`config.mk`:
```
export PLATFORM = sky130hd
export DESIGN_NAME = keypad_hit_decoder_flat
export DESIGN_NICKNAME = d
export VERILOG_FILES = /design/src/rtl/keypad_pkg.sv /design/src/rtl/keypad_hit_decoder_if.sv /design/src/rtl/keypad_evt_fifo.sv /design/src/rtl/keypad_hit_decoder.sv /design/src/flat_wrapper.sv
export SDC_FILE = /design/constraint.sdc
export NUM_CORES = 1
export LEC_CHECK = 0
export ABC_AREA = 0
export CORE_ASPECT_RATIO = 1.75
export CORE_MARGIN = 1.5
export CORE_UTILIZATION = 52
export DETAILED_ROUTE_END_ITERATION = 16
export GPL_ROUTABILITY_DRIVEN = 0
export PLACE_DENSITY = 0.84
export RECOVER_POWER = 25
export SETUP_SLACK_MARGIN = 0.1
export SKIP_LAST_GASP = 1
export SYNTH_ARGS = -nofsm -noshare
export SYNTH_HDL_FRONTEND = slang
export SYNTH_SLANG_ARGS = --single-unit
```
`constraint.sdc`:
```
create_clock -name pclk -period 4.2 [get_ports pclk]
set_input_delay 0.84 -clock pclk [delete_from_list [all_inputs] [get_ports pclk]]
set_output_delay 0.84 -clock pclk [all_outputs]
set_load 0.02 [all_outputs]
```
`src/rtl/keypad_pkg.sv`:
```
// Shared constants, types and hit-test helpers for the on-screen keypad decoder.
package keypad_pkg;

    localparam logic [3:0] KEY_NONE = 4'd15;
    localparam logic [3:0] KEY_C    = 4'd10;
    localparam logic [3:0] KEY_M    = 4'd11;

    localparam int NUM_ROWS = 4;
    localparam int NUM_COLS = 3;

    localparam int unsigned GLYPH_W = 16;
    localparam int unsigned GLYPH_H = 32;

    localparam int unsigned COL_X [NUM_COLS] = '{515, 621, 728};
    localparam int unsigned ROW_Y [NUM_ROWS] = '{174, 254, 334, 414};

    localparam logic [3:0] KEY_MAP [NUM_ROWS][NUM_COLS] = '{
        '{4'd1, 4'd2, 4'd3},
        '{4'd4, 4'd5, 4'd6},
        '{4'd7, 4'd8, 4'd9},
        '{KEY_C, 4'd0, KEY_M}
    };

    typedef enum logic {IDLE, HELD} kp_state_e;

    typedef struct packed {
        logic [3:0] code;
        logic       press;
    } key_evt_t;

    // Half-open span [origin-margin, origin+size+margin), lower bound clamped at 0.
    function automatic logic in_span(logic [11:0] v, int unsigned origin, int unsigned size,
                                     int unsigned margin);
        logic [12:0] lo;
        logic [12:0] hi;
        logic [12:0] v13;
        v13 = {1'b0, v};
        lo  = (origin > margin) ? 13'(origin - margin) : 13'd0;
        hi  = 13'(origin + size + margin);
        return (v13 >= lo) && (v13 < hi);
    endfunction

    function automatic logic [3:0] classify(logic down, logic [11:0] x, logic [11:0] y,
                                            int unsigned margin);
        logic [3:0] code;
        code = KEY_NONE;
        if (down) begin
            for (int r = 0; r < NUM_ROWS; r++) begin
                for (int c = 0; c < NUM_COLS; c++) begin
                    if (in_span(x, COL_X[c], GLYPH_W, margin) &&
                        in_span(y, ROW_Y[r], GLYPH_H, margin)) begin
                        code = KEY_MAP[r][c];
                    end
                end
            end
        end
        return code;
    endfunction

endpackage

```
`src/rtl/keypad_hit_decoder_if.sv`:
```
// Pointer-sample input and key-event output bundle of the keypad decoder.
interface keypad_hit_decoder_if;

    logic        pt_valid;
    logic        pt_down;
    logic [11:0] pt_x;
    logic [11:0] pt_y;
    logic        key_valid;
    logic        key_ready;
    logic [3:0]  key_code;
    logic        key_press;
    logic [3:0]  cur_key;
    logic        evt_overflow;

    modport master (
        output pt_valid, pt_down, pt_x, pt_y, key_ready,
        input  key_valid, key_code, key_press, cur_key, evt_overflow
    );

    modport slave (
        input  pt_valid, pt_down, pt_x, pt_y, key_ready,
        output key_valid, key_code, key_press, cur_key, evt_overflow
    );

endinterface

```
`src/rtl/keypad_evt_fifo.sv`:
```
// Show-ahead event FIFO; only compiled when KEYPAD_EVT_FIFO_EN is defined.
`ifdef KEYPAD_EVT_FIFO_EN
module keypad_evt_fifo
    import keypad_pkg::*;
#(
    parameter int unsigned Depth = 4
) (
    input  logic     clk_i,
    input  logic     rst_i,
    input  logic     push_valid_i,
    input  key_evt_t push_data_i,
    output logic     pop_valid_o,
    input  logic     pop_ready_i,
    output key_evt_t pop_data_o,
    output logic     full_o,
    output logic     empty_o
);

    localparam int unsigned PtrW = (Depth > 1) ? $clog2(Depth) : 1;

    key_evt_t        mem_q [Depth];
    logic [PtrW-1:0] wr_ptr_q, wr_ptr_d;
    logic [PtrW-1:0] rd_ptr_q, rd_ptr_d;
    logic [PtrW:0]   count_q, count_d;
    logic            do_push;
    logic            do_pop;

    assign empty_o     = (count_q == '0);
    assign full_o      = (count_q == (PtrW + 1)'(Depth));
    assign pop_valid_o = !empty_o;
    assign pop_data_o  = mem_q[rd_ptr_q];
    assign do_pop      = pop_ready_i && !empty_o;
    // A pop in the same cycle frees the slot, so a push into a full FIFO still lands.
    assign do_push     = push_valid_i && (!full_o || do_pop);

    always_comb begin
        wr_ptr_d = wr_ptr_q;
        rd_ptr_d = rd_ptr_q;
        count_d  = count_q;
        if (do_push) wr_ptr_d = wr_ptr_q + PtrW'(1);
        if (do_pop)  rd_ptr_d = rd_ptr_q + PtrW'(1);
        case ({do_push, do_pop})
            2'b10:   count_d = count_q + (PtrW + 1)'(1);
            2'b01:   count_d = count_q - (PtrW + 1)'(1);
            default: count_d = count_q;
        endcase
    end

    always_ff @(posedge clk_i) begin
        if (rst_i) begin
            wr_ptr_q <= '0;
            rd_ptr_q <= '0;
            count_q  <= '0;
        end else begin
            wr_ptr_q <= wr_ptr_d;
            rd_ptr_q <= rd_ptr_d;
            count_q  <= count_d;
        end
    end

    always_ff @(posedge clk_i) begin
        if (do_push) mem_q[wr_ptr_q] <= push_data_i;
    end

endmodule
`endif

```
`src/rtl/keypad_hit_decoder.sv`:
```
// Touch/pointer samples to debounced 4x3 keypad press/release events.
// Define KEYPAD_EVT_FIFO_EN to replace the single event register with a 4-deep FIFO.
module keypad_hit_decoder
    import keypad_pkg::*;
#(
    parameter int unsigned MARGIN     = 24,
    parameter int unsigned STABLE_CNT = 4
) (
    input logic                 pclk,
    input logic                 rst,
    keypad_hit_decoder_if.slave kp
);

    localparam logic [7:0] StableMax = 8'(STABLE_CNT);

    logic [3:0] class_q, class_d;
    logic       class_vld_q;
    logic [3:0] cand_q, cand_d;
    logic [7:0] cnt_q, cnt_d;
    logic [7:0] cnt_base;
    logic       stable;

    kp_state_e  state_q, state_d;
    logic [3:0] cur_key_q, cur_key_d;
    logic       evt_push;
    key_evt_t   evt_data;
    logic       release_evt;

    logic       ovf_q, ovf_d;
    logic       evt_drop;

    assign class_d = kp.pt_valid ? classify(kp.pt_down, kp.pt_x, kp.pt_y, MARGIN) : class_q;
    assign stable  = (cnt_q == StableMax);

    // A release clears the count first; a sample landing the same cycle then counts from zero.
    always_comb begin
        cnt_base = release_evt ? 8'd0 : cnt_q;
        cand_d   = cand_q;
        cnt_d    = cnt_base;
        if (class_vld_q) begin
            if (class_q != cand_q) begin
                cand_d = class_q;
                cnt_d  = 8'd1;
            end else if (cnt_base < StableMax) begin
                cnt_d = cnt_base + 8'd1;
            end
        end
    end

    always_comb begin
        state_d     = state_q;
        cur_key_d   = cur_key_q;
        evt_push    = 1'b0;
        evt_data    = '{code: KEY_NONE, press: 1'b0};
        release_evt = 1'b0;
        case (state_q)
            IDLE: begin
                if (stable && (cand_q != KEY_NONE)) begin
                    evt_push  = 1'b1;
                    evt_data  = '{code: cand_q, press: 1'b1};
                    cur_key_d = cand_q;
                    state_d   = HELD;
                end
            end
            HELD: begin
                if (stable && (cand_q != cur_key_q)) begin
                    evt_push    = 1'b1;
                    evt_data    = '{code: cur_key_q, press: 1'b0};
                    cur_key_d   = KEY_NONE;
                    release_evt = 1'b1;
                    state_d     = IDLE;
                end
            end
            default: state_d = IDLE;
        endcase
    end

    always_ff @(posedge pclk) begin
        if (rst) begin
            class_q     <= KEY_NONE;
            class_vld_q <= 1'b0;
            cand_q      <= KEY_NONE;
            cnt_q       <= 8'd0;
            state_q     <= IDLE;
            cur_key_q   <= KEY_NONE;
            ovf_q       <= 1'b0;
        end else begin
            class_q     <= class_d;
            class_vld_q <= kp.pt_valid;
            cand_q      <= cand_d;
            cnt_q       <= cnt_d;
            state_q     <= state_d;
            cur_key_q   <= cur_key_d;
            ovf_q       <= ovf_d;
        end
    end

`ifdef KEYPAD_EVT_FIFO_EN
    key_evt_t fifo_head;
    logic     fifo_full;
    logic     fifo_empty;

    keypad_evt_fifo #(
        .Depth(4)
    ) u_evt_fifo (
        .clk_i       (pclk),
        .rst_i       (rst),
        .push_valid_i(evt_push),
        .push_data_i (evt_data),
        .pop_valid_o (kp.key_valid),
        .pop_ready_i (kp.key_ready),
        .pop_data_o  (fifo_head),
        .full_o      (fifo_full),
        .empty_o     (fifo_empty)
    );

    assign evt_drop     = evt_push && fifo_full && !kp.key_ready;
    assign kp.key_code  = fifo_empty ? KEY_NONE : fifo_head.code;
    assign kp.key_press = !fifo_empty && fifo_head.press;
`else
    logic     sink_valid_q, sink_valid_d;
    key_evt_t sink_evt_q, sink_evt_d;

    assign evt_drop = evt_push && sink_valid_q && !kp.key_ready;

    always_comb begin
        sink_valid_d = sink_valid_q;
        sink_evt_d   = sink_evt_q;
        if (sink_valid_q && kp.key_ready) sink_valid_d = 1'b0;
        if (evt_push && !evt_drop) begin
            sink_valid_d = 1'b1;
            sink_evt_d   = evt_data;
        end
    end

    always_ff @(posedge pclk) begin
        if (rst) begin
            sink_valid_q <= 1'b0;
            sink_evt_q   <= '{code: KEY_NONE, press: 1'b0};
        end else begin
            sink_valid_q <= sink_valid_d;
            sink_evt_q   <= sink_evt_d;
        end
    end

    assign kp.key_valid = sink_valid_q;
    assign kp.key_code  = sink_evt_q.code;
    assign kp.key_press = sink_evt_q.press;
`endif

    assign ovf_d           = ovf_q | evt_drop;
    assign kp.cur_key      = cur_key_q;
    assign kp.evt_overflow = ovf_q;

endmodule

```
`src/flat_wrapper.sv`:
```
// flat-port wrapper written by rule: the top's interface ports become plain ports
module keypad_hit_decoder_flat import keypad_pkg::*;
#(
    parameter int unsigned MARGIN     = 24,
    parameter int unsigned STABLE_CNT = 4
)
  (pclk, rst, kp_pt_valid, kp_pt_down, kp_pt_x, kp_pt_y, kp_key_ready, kp_key_valid, kp_key_code, kp_key_press, kp_cur_key, kp_evt_overflow);
  keypad_hit_decoder_if kp_i ();
  input logic pclk;
  input logic rst;
  input wire logic [$bits(kp_i.pt_valid)-1:0] kp_pt_valid;
  input wire logic [$bits(kp_i.pt_down)-1:0] kp_pt_down;
  input wire logic [$bits(kp_i.pt_x)-1:0] kp_pt_x;
  input wire logic [$bits(kp_i.pt_y)-1:0] kp_pt_y;
  input wire logic [$bits(kp_i.key_ready)-1:0] kp_key_ready;
  output wire logic [$bits(kp_i.key_valid)-1:0] kp_key_valid;
  output wire logic [$bits(kp_i.key_code)-1:0] kp_key_code;
  output wire logic [$bits(kp_i.key_press)-1:0] kp_key_press;
  output wire logic [$bits(kp_i.cur_key)-1:0] kp_cur_key;
  output wire logic [$bits(kp_i.evt_overflow)-1:0] kp_evt_overflow;
  assign kp_i.pt_valid = kp_pt_valid;
  assign kp_i.pt_down = kp_pt_down;
  assign kp_i.pt_x = kp_pt_x;
  assign kp_i.pt_y = kp_pt_y;
  assign kp_i.key_ready = kp_key_ready;
  assign kp_key_valid = kp_i.key_valid;
  assign kp_key_code = kp_i.key_code;
  assign kp_key_press = kp_i.key_press;
  assign kp_cur_key = kp_i.cur_key;
  assign kp_evt_overflow = kp_i.evt_overflow;
  keypad_hit_decoder #(.MARGIN(MARGIN), .STABLE_CNT(STABLE_CNT)) u_core (.pclk(pclk), .rst(rst), .kp(kp_i));
endmodule
```
== Word-level counts from Yosys, hierarchy flattened ==
Index checks and enable logic that the tools add are counted.
Storage, ports and cells
  register bits: 29
  bits in latches: 0
  bits in writable memories: 0
  ROM bits: 0
  input port bits: 29
  output and inout port bits: 11
  logic and storage cells: 95
  memories kept: 0
Operators by class
  add/subtract/negate cells: 1
  multiply operators: 0
  divide/modulo/power cells: 0
  $lt $le $gt $ge: 15
  eq/ne operators: 6
  shift-type cells: 0
  muxes and demuxes: 31
  bitwise logic cells: 2
  reduce and logical (&&, ||, !) cells: 30
Operator list (count)
  4-bit 2-to-1 mux: 15
  12-bit by 9-bit >= comparator with 1-bit output, second input constant: 3
  12-bit by 10-bit < comparator with 1-bit output, second input constant: 3
  12-bit by 9-bit < comparator with 1-bit output, second input constant: 3
  8-bit 2-to-1 mux: 4
  1-bit logical AND: 25
  12-bit by 10-bit >= comparator with 1-bit output, second input constant: 2
  12-bit by 8-bit >= comparator with 1-bit output, second input constant: 2
  12-bit by 8-bit < comparator with 1-bit output, second input constant: 1
  5-bit 2-to-1 mux: 2
  5-bit one-hot mux with 2 select lines: 1
  8-bit by 1-bit adder with 8-bit output, second input constant: 1
  8-bit by 3-bit equality test with 1-bit output, second input constant: 1
  8-bit by 3-bit < comparator with 1-bit output, second input constant: 1
  4-bit != test: 2
  4-bit one-hot mux with 2 select lines: 1
  1-bit 2-to-1 mux: 6
  4-bit != test, second input constant: 1
  1-bit one-hot mux with 2 select lines: 2
  2-bit AND reduction: 2
  1-bit logical NOT: 2
  2-bit by 1-bit != test with 1-bit output, second input constant: 1
  2-bit != test, second input constant: 1
  2-bit nonzero test: 1
  2 further kinds: 2

== Depth between registers and ports, before layout ==
  depth after elaboration: 16
  gate-level depth with buffers: 6
  depth with buffers taken out: 6

== Worst setup path after synthesis ==
OpenSTA, ideal clock, no wires.
  kind: input port to flip-flop
  from: in kp_pt_y[11]
  to: reg u_core.class_q[2]
  library setup time: 0.122 ns
  arrival: 2.008 ns
  required time: 4.078 ns
  slack: 2.071 ns
  cell stages on the path: 6
  path buffers: 0
  cell sequence: nor3_1 nand2_1 a211oi_1 a211oi_1 o32ai_1 nand2b_1
On the way
  longest elaborated chain between the ends: 16
  elaborated cells between the ends (all ways): 37
  those cells by class: order compare: 8; mux: 13; reduce/logical: 16
Ends and longest elaborated chain
  start, declared: RTL line flat_wrapper.sv:14  | input wire logic [$bits(kp_i.pt_y)-1:0] kp_pt_y;
  12-bit by 8-bit >= comparator with 1-bit output / 12-bit by 8-bit < comparator with 1-bit output (equally long branches): RTL line keypad_pkg.sv:40  | return (v13 >= lo) && (v13 < hi);
  1-bit logical AND: RTL line keypad_pkg.sv:40
  1-bit logical AND: RTL line keypad_pkg.sv:50  | if (in_span(x, COL_X[c], GLYPH_W, margin) &&
  4-bit 2-to-1 mux (11 in a row): RTL line keypad_pkg.sv:50
  4-bit 2-to-1 mux (*): RTL line keypad_pkg.sv:50
  4-bit 2-to-1 mux (*): RTL line keypad_pkg.sv:47  | if (down) begin
  end signal, assigned: RTL line keypad_hit_decoder.sv:88  | class_q <= class_d;
  end, declared: RTL line keypad_hit_decoder.sv:16  | logic [3:0] class_q, class_d;
Mark *: on every way between the ends. The rest lies on a longest branch, timed or not.
A chain may end at the register's enable or synchronous reset.

== Final worst setup path ==
  from: in kp_pt_y[1]
  to: reg u_core.class_q[2]
The elaborated chain is that of the path after synthesis.

==> impl_summary.md <==
Run status
The flow ran to the end, but the final reports show violations. The final reports fail on design-rule violations.

Pwr
The leakage power figure is 0.7754 nW. The clock network burns 45.1% of the power. Across the VDD grid, the largest voltage drop is 292.3 uV. The cell-internal power is 512.5 uW. Summed over all nets, the switching power comes to 142.2 uW. The switching power as a share of total power is 21.72%. Per report_power, the combinational group accounts for 11.1% of the total. The total power per unit cell area is 312.6 nW/um2. Sequential cells burn 43.7% of the power.

Synth
The total number of yosys warnings is 0. The fraction of registers with async set or reset after synthesis is 0%. The number of enable-type register cells in the synthesized netlist is 0.

Summing the sequential cell areas from Yosys gives 36.71% of the chip area. By area the synthesized netlist is led by sky130_fd_sc_hd__dfxtp_1 (37%), sky130_fd_sc_hd__nor2_1 (4.5%), sky130_fd_sc_hd__xor2_1 (4.4%), sky130_fd_sc_hd__o21ai_0 (3.8%), sky130_fd_sc_hd__nor2b_1 (3.6%). The commonest cells after synthesis are sky130_fd_sc_hd__dfxtp_1 (29), sky130_fd_sc_hd__nor2_1 (19), sky130_fd_sc_hd__o21ai_0 (12), sky130_fd_sc_hd__a21oi_1 (10), sky130_fd_sc_hd__nand2_1 (10). The cell count after synthesis came out at 185. The post-synth net total is 215. The synthesized netlist contains 47 unique library cells. The register bit count reported by yosys is 29. A synthesized cell averages 8.549 um2. Summed over all instances, the cell type with the most area after synthesis is sky130_fd_sc_hd__dfxtp_1. After synthesis, the largest area contributor takes up 36.71% of total cell area. The prevailing post-synth register cell is sky130_fd_sc_hd__dfxtp_1. Among all cell types in the netlist, the one instantiated most often is sky130_fd_sc_hd__dfxtp_1. The post-synthesis cell area is 1582 um2.

Clocking
The clock transition at the registers of the reported paths is 0.07 ns. The number of sinks handled by clock tree synthesis is 29. The clock passes through at most 2 buffers. The total of cells resized after clock tree synthesis is 0. The clock buffer count from CTS is 5.

The clock tree from TritonCTS is done. After clock tree synthesis, the flow added hold-fix buffers numbering 0. Once the clock tree was built, the setup fixing pass inserted 0 buffers.

The number of H-tree levels is 2. The clock reaches the later pin of the worst-skew pair after 0.28 ns. The tree is rooted in a sky130_fd_sc_hd__clkbuf_8.

Timing
The total of endpoints with negative setup slack in the final report is 0. The hold violation total from the final report is 0. The aggregate negative setup slack is 0 ns. The shortest period the worst path allows is 2.582 ns. The number of pins exceeding their max-slew limit in the final report is 0. The highest achievable clock rate is 0.3873 GHz. The worst pin sits at a relative slew slack of 48.21%. For the pin with the worst max-slew slack, the measured transition is 0.7743 ns. Setup repair after global routing left no endpoint under its margin. In the finished design, the share of the clock period the worst path needs comes to 61.47%. The final clock skew is 0.008850 ns.

Die
The floorplan step set the die height to 75.96 um. The die is 44.69 um wide. The region available for standard cell placement spans 2895 um2. The initialized floorplan defines 26 standard-cell rows. The number of top-level pins is 40.

The die area is 3394 um2. The initial core utilization is 54.62%.

Routing
The met1 routed wirelength after detailed routing is 1.307 mm. The first-pass iteration count of the detailed router is 10. The number of nets with antenna violations after detailed routing is 0. After the first detailed-routing iteration, the DRC count stood at 59. Signal routing reaches up to met4. The via-per-instance ratio is 6.386. The routed wire length per instance is 15.36 um.

The routed design has 3.902 mm of wire. The sum of met2 wire segment lengths after detailed routing is 2.305 mm. The count of vias placed by the detailed router is 1622.

In the routed design, unresolved DRC markers number 3. The total met3 wirelength after detailed routing is 201 um.

Setup path
The count of buffer and inverter cells on the critical path is 1. Measured in cells, the most critical reg-to-reg path has a length of 6. Walking the worst path, the cells encountered are clkdlybuf4s50_1, a21oi_1, o21bai_1, a211oi_1, a211oi_1, o32ai_1, nand2b_1. The highest cell delay on the worst timing path is 0.61 ns. STA classifies the critical path startpoint as an input pin.

In this run the number of cells on the critical path is 7. The dominant delay contributor by cell family on the critical path is compound AO/OA/AOI/OAI gates. Data arrives at the worst endpoint at 2.75 ns. In this run the worst path has a maximum fanout of 5. Counting stages on the worst path, the most repeated cell is sky130_fd_sc_hd__a211oi_1. By startpoint and endpoint, the worst setup path is classified as input pin to flop. STA classifies the critical path endpoint as a flop. The slowest cell on the critical path is sky130_fd_sc_hd__a211oi_1. The required time at the endpoint of the critical path is 4.36 ns.

Job
Max-cap violations in this run came to 0.

GRT
After global routing the overflow that remains totals 0. The number of global-route vias before repair came to 1608. The number of antenna violations at the first check in global routing is 0.

The overall global routing resource usage is 25.36%. The pin count of the biggest net entering global routing is 25. The first global-routing pass estimated 6.499 mm of wire.

Layout
The layout net count is 255. Relative to the synthesized area, the layout overhead comes to 32.44%. The antenna cell count is 0.

The proportion of layout cells with a drive suffix above 1 is 6.637%. Cells fill 72.34% of the core in the end.

Min path
The worst hold path belongs to the class flop to flop. Along the worst hold path, the cell count comes to 1.

Placement
The sum of net half-perimeters after detailed placement is 2.982 mm. The count of buffers from port buffering is 38.
## area by class of cell
class / count / area (um2)
fill: 230 / 800.8
clock buffer: 7 / 86.33
multi-input combinational: 148 / 970.9
clock inverter: 1 / 30.03
timing repair buffer: 38 / 380.4
tap: 28 / 35.03
sequential: 29 / 580.6
inverter: 3 / 11.26
## metrics by stage
step | hold slack, ns | instance area, um2 | setup WS [ns] | instances | power [mW]
finish | 0.4641 | 2095 | 1.618 | 254 | 0.6548
CTS | 0.4675 | 2095 | 1.696 | 254 | 0.6591
global route | 0.4794 | 2095 | 1.453 | 254 | 0.6829
floorplan | 0.4309 | 1582 | 2.071 | 185 | 0.3242
global placement | 0.4435 | 1978 | 1.463 | 246 | 0.3601
detailed placement | 0.4502 | 1978 | 1.416 | 246 | 0.3639
## per-layer routing
metal,track usage (%),up-vias
met5,0,-
met4,18.48,0
met3,7.143,9
met2,45.80,74
met1,21.19,768
li1,-,771
## layout by cell type, fill, tap and decap left out, drive strengths merged, types with 4 or more instances in the layout
cell and instances:
clkdlybuf4s50 36, dfxtp 29, nor2 20, o21ai 12
nand2 11, a21oi 10, nor2b 9, nor3 9
xor2 8, clkbuf 7, a211o 6, and2 6
nand3 4, o221ai 4, nand3b 4, o21bai 4
a22oi 4
## registers in the layout, indices dropped and copies added, names as in the netlist
signal,flops
u_core.cand_q,4
u_core.kp.key_press,1
u_core.kp.key_code,4
u_core.kp.cur_key,4
u_core.kp.key_valid,1
u_core.state_q,1
u_core.cnt_q,8
u_core.class_vld_q,1
u_core.class_q,4
u_core.kp.evt_overflow,1
## power by group through the flow
stage / Combinational (mW) / Sequential [mW] / Clock (mW)
CTS: 0.0728 / 0.286 / 0.300
global route: 0.0802 / 0.287 / 0.316
finish: 0.0729 / 0.286 / 0.296
floorplan: 0.0347 / 0.290 / 0
global placement: 0.0683 / 0.292 / 0
detailed placement: 0.0719 / 0.292 / 0
## final timing paths
check / slack, ns / endpoint / start
worst min-delay path: 0.46 / u_core.cnt_q[4]$_SDFF_PP0_ / u_core.cnt_q[4]$_SDFF_PP0_
worst max-delay path: 1.62 / u_core.class_q[2]$_SDFFE_PP1P_ / kp_pt_y[1]
worst min register to register: 0.46 / u_core.cnt_q[4]$_SDFF_PP0_ / u_core.cnt_q[4]$_SDFF_PP0_
worst max register to register: 2.26 / u_core.kp.key_press$_SDFFE_PP0P_ / u_core.cnt_q[7]$_SDFF_PP0_
## worst register-to-register path: cells and delay by family (launching register included)
kind	cells	cell delay, ns
and+or+nand+nor	4	0.91
AOI/OAI and AO/OA	2	0.60
DFF	1	0.31
## cell families (layout without fill, tap and decap cells)
kind of cell	after synthesis	after routing	share of synthesized area [%]
buffers and inverters	8	49	1.899
AO/OA/AOI/OAI	60	60	26.90
XOR/XNOR	8	8	4.431
adder cells (fa/ha/maj)	1	1	0.7910
flip-flops	29	29	36.71
AND/OR/NAND/NOR	78	78	28.64
multiplexers	1	1	0.6329
Power figures use the tool's default switching activity.
